File: config.mk
export PLATFORM = sky130hd
export DESIGN_NAME = mem_write_tracer
export DESIGN_NICKNAME = d
export VERILOG_FILES = /design/src/rtl/mem_write_tracer_pkg.sv /design/src/rtl/mem_write_tracer_fifo.sv /design/src/rtl/mem_write_tracer.sv
export SDC_FILE = /design/constraint.sdc
export NUM_CORES = 1
export LEC_CHECK = 0
export ABC_CLOCK_PERIOD_IN_PS = 18000
export BUFFER_PORTS_ARGS = -buffer_cell sky130_fd_sc_hd__buf_2
export CORE_ASPECT_RATIO = 2
export CORE_UTILIZATION = 37
export CTS_CLUSTER_DIAMETER = 50
export DETAILED_ROUTE_END_ITERATION = 12
export PLACE_DENSITY = 0.51
export SETUP_SLACK_MARGIN = 0.5
export SLEW_MARGIN = 20
export SYNTH_ARGS = -nofsm -noshare
export SYNTH_HDL_FRONTEND = slang
export SYNTH_SLANG_ARGS = --single-unit
File: constraint.sdc
create_clock -name clock -period 18 [get_ports clock]
set_clock_uncertainty 0.1 [all_clocks]
set_input_delay 1.8 -clock clock [delete_from_list [all_inputs] [get_ports clock]]
set_output_delay 1.8 -clock clock [all_outputs]
set_load 0.1 [all_outputs]
File: src/rtl/mem_write_tracer_pkg.sv
`default_nettype none
// ============================================================================
// Module : mem_write_tracer_pkg
// Brief  : Shared trace entry definitions (size encodings, entry width).
// Rev    : 1.0
// ============================================================================
package mem_write_tracer_pkg;

    localparam logic [1:0] SIZE_WORD = 2'b00;
    localparam logic [1:0] SIZE_BYTE = 2'b01;
    localparam logic [1:0] SIZE_HALF = 2'b10;

    // Address + data + size; the sequence number is appended per instance.
    localparam int ENTRY_W = 32 + 32 + 2;

    function automatic logic [1:0] size_encode(input logic byte_sel, input logic half_sel);
        if (byte_sel)
            return SIZE_BYTE;
        else if (half_sel)
            return SIZE_HALF;
        else
            return SIZE_WORD;
    endfunction

endpackage
`default_nettype wire

File: src/rtl/mem_write_tracer_fifo.sv
`default_nettype none
// ============================================================================
// Module : trace_fifo
// Brief  : Show-ahead FIFO; a push is accepted when full if a pop coincides.
// Rev    : 1.0
// ============================================================================
module trace_fifo
    import mem_write_tracer_pkg::*;
#(
    parameter int DEPTH = 16,
    parameter int WIDTH = ENTRY_W
) (
    input  logic                     clk,
    input  logic                     rst,
    input  logic                     push_i,
    input  logic                     pop_i,
    input  logic [WIDTH-1:0]         wdata_i,
    output logic [WIDTH-1:0]         rdata_o,
    output logic                     full_o,
    output logic                     empty_o,
    output logic [$clog2(DEPTH):0]   level_o
);

    localparam int AW = $clog2(DEPTH);

    logic [AW-1:0]    wptr_q;
    logic [AW-1:0]    rptr_q;
    logic [AW:0]      count_q;
    logic [WIDTH-1:0] mem_q [DEPTH];

    logic do_push;
    logic do_pop;

    assign empty_o = (count_q == '0);
    assign full_o  = (count_q == (AW+1)'(DEPTH));
    assign do_pop  = pop_i && !empty_o;
    assign do_push = push_i && (!full_o || do_pop);

    always_ff @(posedge clk) begin
        if (rst) begin
            wptr_q  <= '0;
            rptr_q  <= '0;
            count_q <= '0;
        end else begin
            if (do_push)
                wptr_q <= wptr_q + AW'(1);
            if (do_pop)
                rptr_q <= rptr_q + AW'(1);
            case ({do_push, do_pop})
                2'b10:   count_q <= count_q + (AW+1)'(1);
                2'b01:   count_q <= count_q - (AW+1)'(1);
                default: count_q <= count_q;
            endcase
        end
    end

    // Storage carries no reset; validity is tracked by the pointers alone.
    always_ff @(posedge clk) begin
        if (do_push)
            mem_q[wptr_q] <= wdata_i;
    end

    assign rdata_o = mem_q[rptr_q];
    assign level_o = count_q;

endmodule
`default_nettype wire

File: src/rtl/mem_write_tracer.sv
`default_nettype none
// ============================================================================
// Module : mem_write_tracer
// Brief  : Passive store tap; sequences processor stores into a trace FIFO.
// Rev    : 1.0
// ============================================================================
module mem_write_tracer
    import mem_write_tracer_pkg::*;
#(
    parameter int DEPTH = 16,
    parameter int SEQ_W = 16
) (
    input  logic                    clock,
    input  logic                    reset,
    input  logic                    trace_enable,
    input  logic [0:31]             addr_to_mem,
    input  logic [0:31]             data_to_mem,
    input  logic                    write_enable_to_mem,
    input  logic                    byte_to_mem,
    input  logic                    half_word_to_mem,
    output logic                    trace_valid,
    input  logic                    trace_ready,
    output logic [0:31]             trace_addr,
    output logic [0:31]             trace_data,
    output logic [0:1]              trace_size,
    output logic [0:SEQ_W-1]        trace_seq,
    output logic [0:15]             drop_count,
    output logic [0:$clog2(DEPTH)]  fill_level
);

    localparam int FW = ENTRY_W + SEQ_W;

    logic             prev_we_q;
    logic [0:31]      prev_addr_q;
    logic [0:31]      prev_data_q;
    logic [SEQ_W-1:0] seq_q,  seq_d;
    logic [15:0]      drop_q, drop_d;

    logic             store_evt;
    logic             capture;
    logic             pop;
    logic             push;
    logic             fifo_full;
    logic             fifo_empty;
    logic [FW-1:0]    wentry;
    logic [FW-1:0]    rentry;

    // A held strobe repeats the same store; only new strobes or changed bus values count.
    assign store_evt = write_enable_to_mem &&
                       (!prev_we_q || (addr_to_mem != prev_addr_q) || (data_to_mem != prev_data_q));
    assign capture   = store_evt && trace_enable;
    assign pop       = trace_ready && !fifo_empty;
    assign push      = capture;

    assign wentry = {addr_to_mem, data_to_mem,
                     size_encode(byte_to_mem, half_word_to_mem), seq_q};

    always_comb begin
        seq_d  = seq_q;
        drop_d = drop_q;
        if (capture) begin
            seq_d = seq_q + SEQ_W'(1);
            if (fifo_full && !pop && (drop_q != 16'hFFFF))
                drop_d = drop_q + 16'd1;
        end
    end

    always_ff @(posedge clock) begin
        if (reset) begin
            prev_we_q   <= 1'b0;
            prev_addr_q <= '0;
            prev_data_q <= '0;
            seq_q       <= '0;
            drop_q      <= '0;
        end else begin
            prev_we_q   <= write_enable_to_mem;
            prev_addr_q <= addr_to_mem;
            prev_data_q <= data_to_mem;
            seq_q       <= seq_d;
            drop_q      <= drop_d;
        end
    end

    trace_fifo #(
        .DEPTH (DEPTH),
        .WIDTH (FW)
    ) u_fifo (
        .clk     (clock),
        .rst     (reset),
        .push_i  (push),
        .pop_i   (pop),
        .wdata_i (wentry),
        .rdata_o (rentry),
        .full_o  (fifo_full),
        .empty_o (fifo_empty),
        .level_o (fill_level)
    );

    assign trace_valid = !fifo_empty;
    assign drop_count  = drop_q;

    // Head fields read as zero while reset is held, independent of stale storage.
    assign trace_addr = reset ? '0 : rentry[SEQ_W+34 +: 32];
    assign trace_data = reset ? '0 : rentry[SEQ_W+2  +: 32];
    assign trace_size = reset ? '0 : rentry[SEQ_W    +: 2];
    assign trace_seq  = reset ? '0 : rentry[0        +: SEQ_W];

endmodule
`default_nettype wire

==> results.md <==
* Status: completed
* WP buf/inv at 3
* Kind of critical path: reg -> out
* Max Cap Viol at 0
* DP Wirelength at 72300 µm
* Layout area overhead at 14.3%
* Cells after synthesis at 2419
* Max H-tree Level at 4
* Post-CTS Setup Bufs at 0
* Async set-or-reset flop fraction in the synthesized netlist at 0
* Final setup viols at 0
* Max-slew headroom at 0.246
* Crit path max-delay cell type: dfxtp_4
* Hold buffer count at cts at 0
* First-pass iteration count of the detailed router at 4
* Worst slew pin tran at 1.13 ns
* Max Buffers Root-to-Sink at 4
* Syn_area_per_cell at 22.5 µm²
* Dpl cell area at 0.0577 mm²
* Fillers at 12600
* EDFF count, synth at 1312
* CP endpoint kind: output pin
* Initial antenna violation count at 21
* GR Layer Usage met1 at 0.230
* Routability cong. at 0.754
* Placement Rows at 198
* Most Crowded Layer GR: met2
* Hold slack final at 0.424 ns
* Clock Pin Slew Worst Setup and Hold Paths at 0.06 ns
* Placed cells at 4418
* Synth Flop Type: edfxtp_1
* Clock sinks at 1426
* #FFs+latches synth at 1426
* P per Cell Area at 131 mW/mm²
* Worst vdd ir at 0.186 mV
* Max stage delay on crit path at 0.98 ns
* Vias at 25000
* Fin area at 0.0622 mm²
* Post-cts repair resize count at 0
* Routing usage on met3 at 0.0277
* Worst hold path class: reg -> reg
* Die H at 544 µm
* Routed Antenna Nets at 0
* Nature of the critical path startpoint: register
* CTS Buf Count at 139
* Fin nets at 2743
* Die width at 273 µm
* Layout cells sized above 1 at 0.309
* Met2 usage at 0.335
* Clock Tree Root: clkbuf_16
* Leak at 19.2 nW
* Cell Area, Synth at 0.0544 mm²
* Unrepaired setup endpoints after global routing: no
* Tcrit/Tclk final at 0.403
* Initial Util at 0.374
* Area of the core at 0.146 mm²
* Critical-path cell list: buf_4 > buf_4 > mux4_2 > mux4_2 > nor2b_1 > buf_2
* Crit path arrival time at 5.35 ns
* DR DRC count at 0
* Total GRT Usage at 0.186
* First-pass GRT wire length at 196000 µm
* Endpoints failing hold at 0
* F_max at 138 MHz
* Detailed router's first-iteration violation count at 2046
* Post-synthesis sequential area ratio at 0.766
* Skew-Pair Late Insertion Delay at 0.78 ns
* Syn. warnings at 0
* Setup TNS at 0 ns
* Final wirelength at 137000 µm
* Min Tclk post-route at 7.25 ns
* Grt ovf at 0
* Area of the die at 0.149 mm²
* CTS tree: yes
* Post-synthesis cell type count at 47
* Worst slack, placed at 10.83 ns
* Largest net degree at the start of global routing at 168
* Number of global-route vias before repair at 27300
* IO Port Bufs at 174
* Syn Nets at 2501
* Drt via density at 5.35
* Pins Over Slew Limit at 0
* Finished Layout Cells at 4667
* Cell family with most CP delay: buffers and inverters
* Setup WS post-layout at 10.75 ns
* CP Max Fanout at 61
* Io pins at 175
* Critical Path RT at 16.10 ns
* Routed WL per cell at 29.3 µm
-- report_power, final --
group | internal [mW] | leakage [nW] | switching, mW | total [mW]
Clock | 1.64 | 2.14 | 1.22 | 2.86
Combinational | 0.662 | 4.28 | 0.931 | 1.59
Sequential | 3.65 | 12.8 | 0.0501 | 3.70
-- layer usage --
metal	vias up	share of wire
met1	13600	0.39
met3	202	0.043
met5	-	0.00075
met2	640	0.53
met4	16	0.027
li1	10500	-
-- worst register-to-register path: stages, from the launching register on --
cell and delay (ns):
dfxtp_1 0.31, xnor2_1 0.22, nand4_1 0.31, nor4_1 0.10
nand4_1 0.12, o211a_4 0.45, nor2b_1 0.60, nand2_1 0.36
nor2_4 0.69, buf_4 0.66, buf_4 0.70
-- layout make-up --
cell class              count  area, µm²  area share
flip-flops and latches   1426      41700       0.671
multi-input cells         857      12300       0.198
clock buffers             185       3820      0.0615
well taps                1900       2380      0.0382
repair buffers            222       1330      0.0215
clock inverters            55        554     0.00892
inverters                  15       56.3    0.000906
diodes                      7       17.5    0.000282
-- logic make-up after synthesis --
group	after synthesis	share of synthesized area
muxes	420	0.172
xor gates and xnor gates	82	0.0132
and+or+nand+nor	316	0.0328
adders and majority gates	11	0.00267
AOI/OAI and AO/OA	28	0.00368
DFF	1426	0.766
buffers and inverters	136	0.00977
-- path summary, 6_finish.rpt --
kind                  start  depth (start not counted)  slack (ns)            endpoint
max                register                          6       10.75       trace_size[0]
min           drop_count[0]                          2        0.42       drop_count[0]
max reg2reg  prev_addr_q[6]                         10       12.98  u_fifo.mem_q[4][2]
min reg2reg   drop_count[0]                          2        0.42       drop_count[0]
-- cell usage in the layout, fill, tap and decap left out, types with 20 or more instances in the layout --
cell type	Yosys	routed
edfxtp_1	1312	1312
mux4_2	410	410
buf_2	2	173
nor2b_1	156	155
clkbuf_16	0	142
dfxtp_1	114	110
xnor2_1	53	53
nor2_1	61	49
buf_4	1	41
nand4_1	34	34
clkbuf_1	81	32
xor2_1	29	29
clkinv_2	0	20
-- flip-flops by register name, indices dropped and copies added (netlist names), named ones only --
name	count
drop_count	16
prev_addr_q	32
prev_data_q	32
prev_we_q	1
seq_q	16
u_fifo.level_o	5
u_fifo.mem_q	1312
u_fifo.rptr_q	4
u_fifo.wptr_q	4
-- Yosys cell counts, types with 4 or more instances --
library cell / instances / area, µm²
edfxtp_1: 1312 / 39400
nand3_1: 7 / 35.0
nor4_1: 5 / 31.3
o21ai_0: 5 / 25.0
clkbuf_1: 81 / 304
dfxtp_1: 114 / 2280
mux2i_1: 7 / 70.1
inv_1: 15 / 56.3
nor2_1: 61 / 229
nand4_1: 34 / 213
buf_1: 35 / 131
or3_1: 5 / 31.3
xnor2_1: 53 / 464
nor3_1: 5 / 25.0
ha_1: 10 / 125
mux4_2: 410 / 9230
nand2b_1: 7 / 43.8
and2_1: 4 / 25.0
nor2b_1: 156 / 976
a21oi_1: 9 / 45.0
xor2_1: 29 / 254
nand2_1: 17 / 63.8
and3_1: 7 / 43.8
-- per-stage QoR --
| step | total power [mW] | utilization |
|---|---|---|
| floorplan | 5.03 | - |
| global placement | 5.38 | 0.396 |
| detailed placement | 5.40 | 0.396 |
| CTS | 8.27 | 0.426 |
| global route | 8.44 | 0.427 |
| finish | 8.15 | 0.427 |
Note: power is estimated with default switching activity, not from simulation.
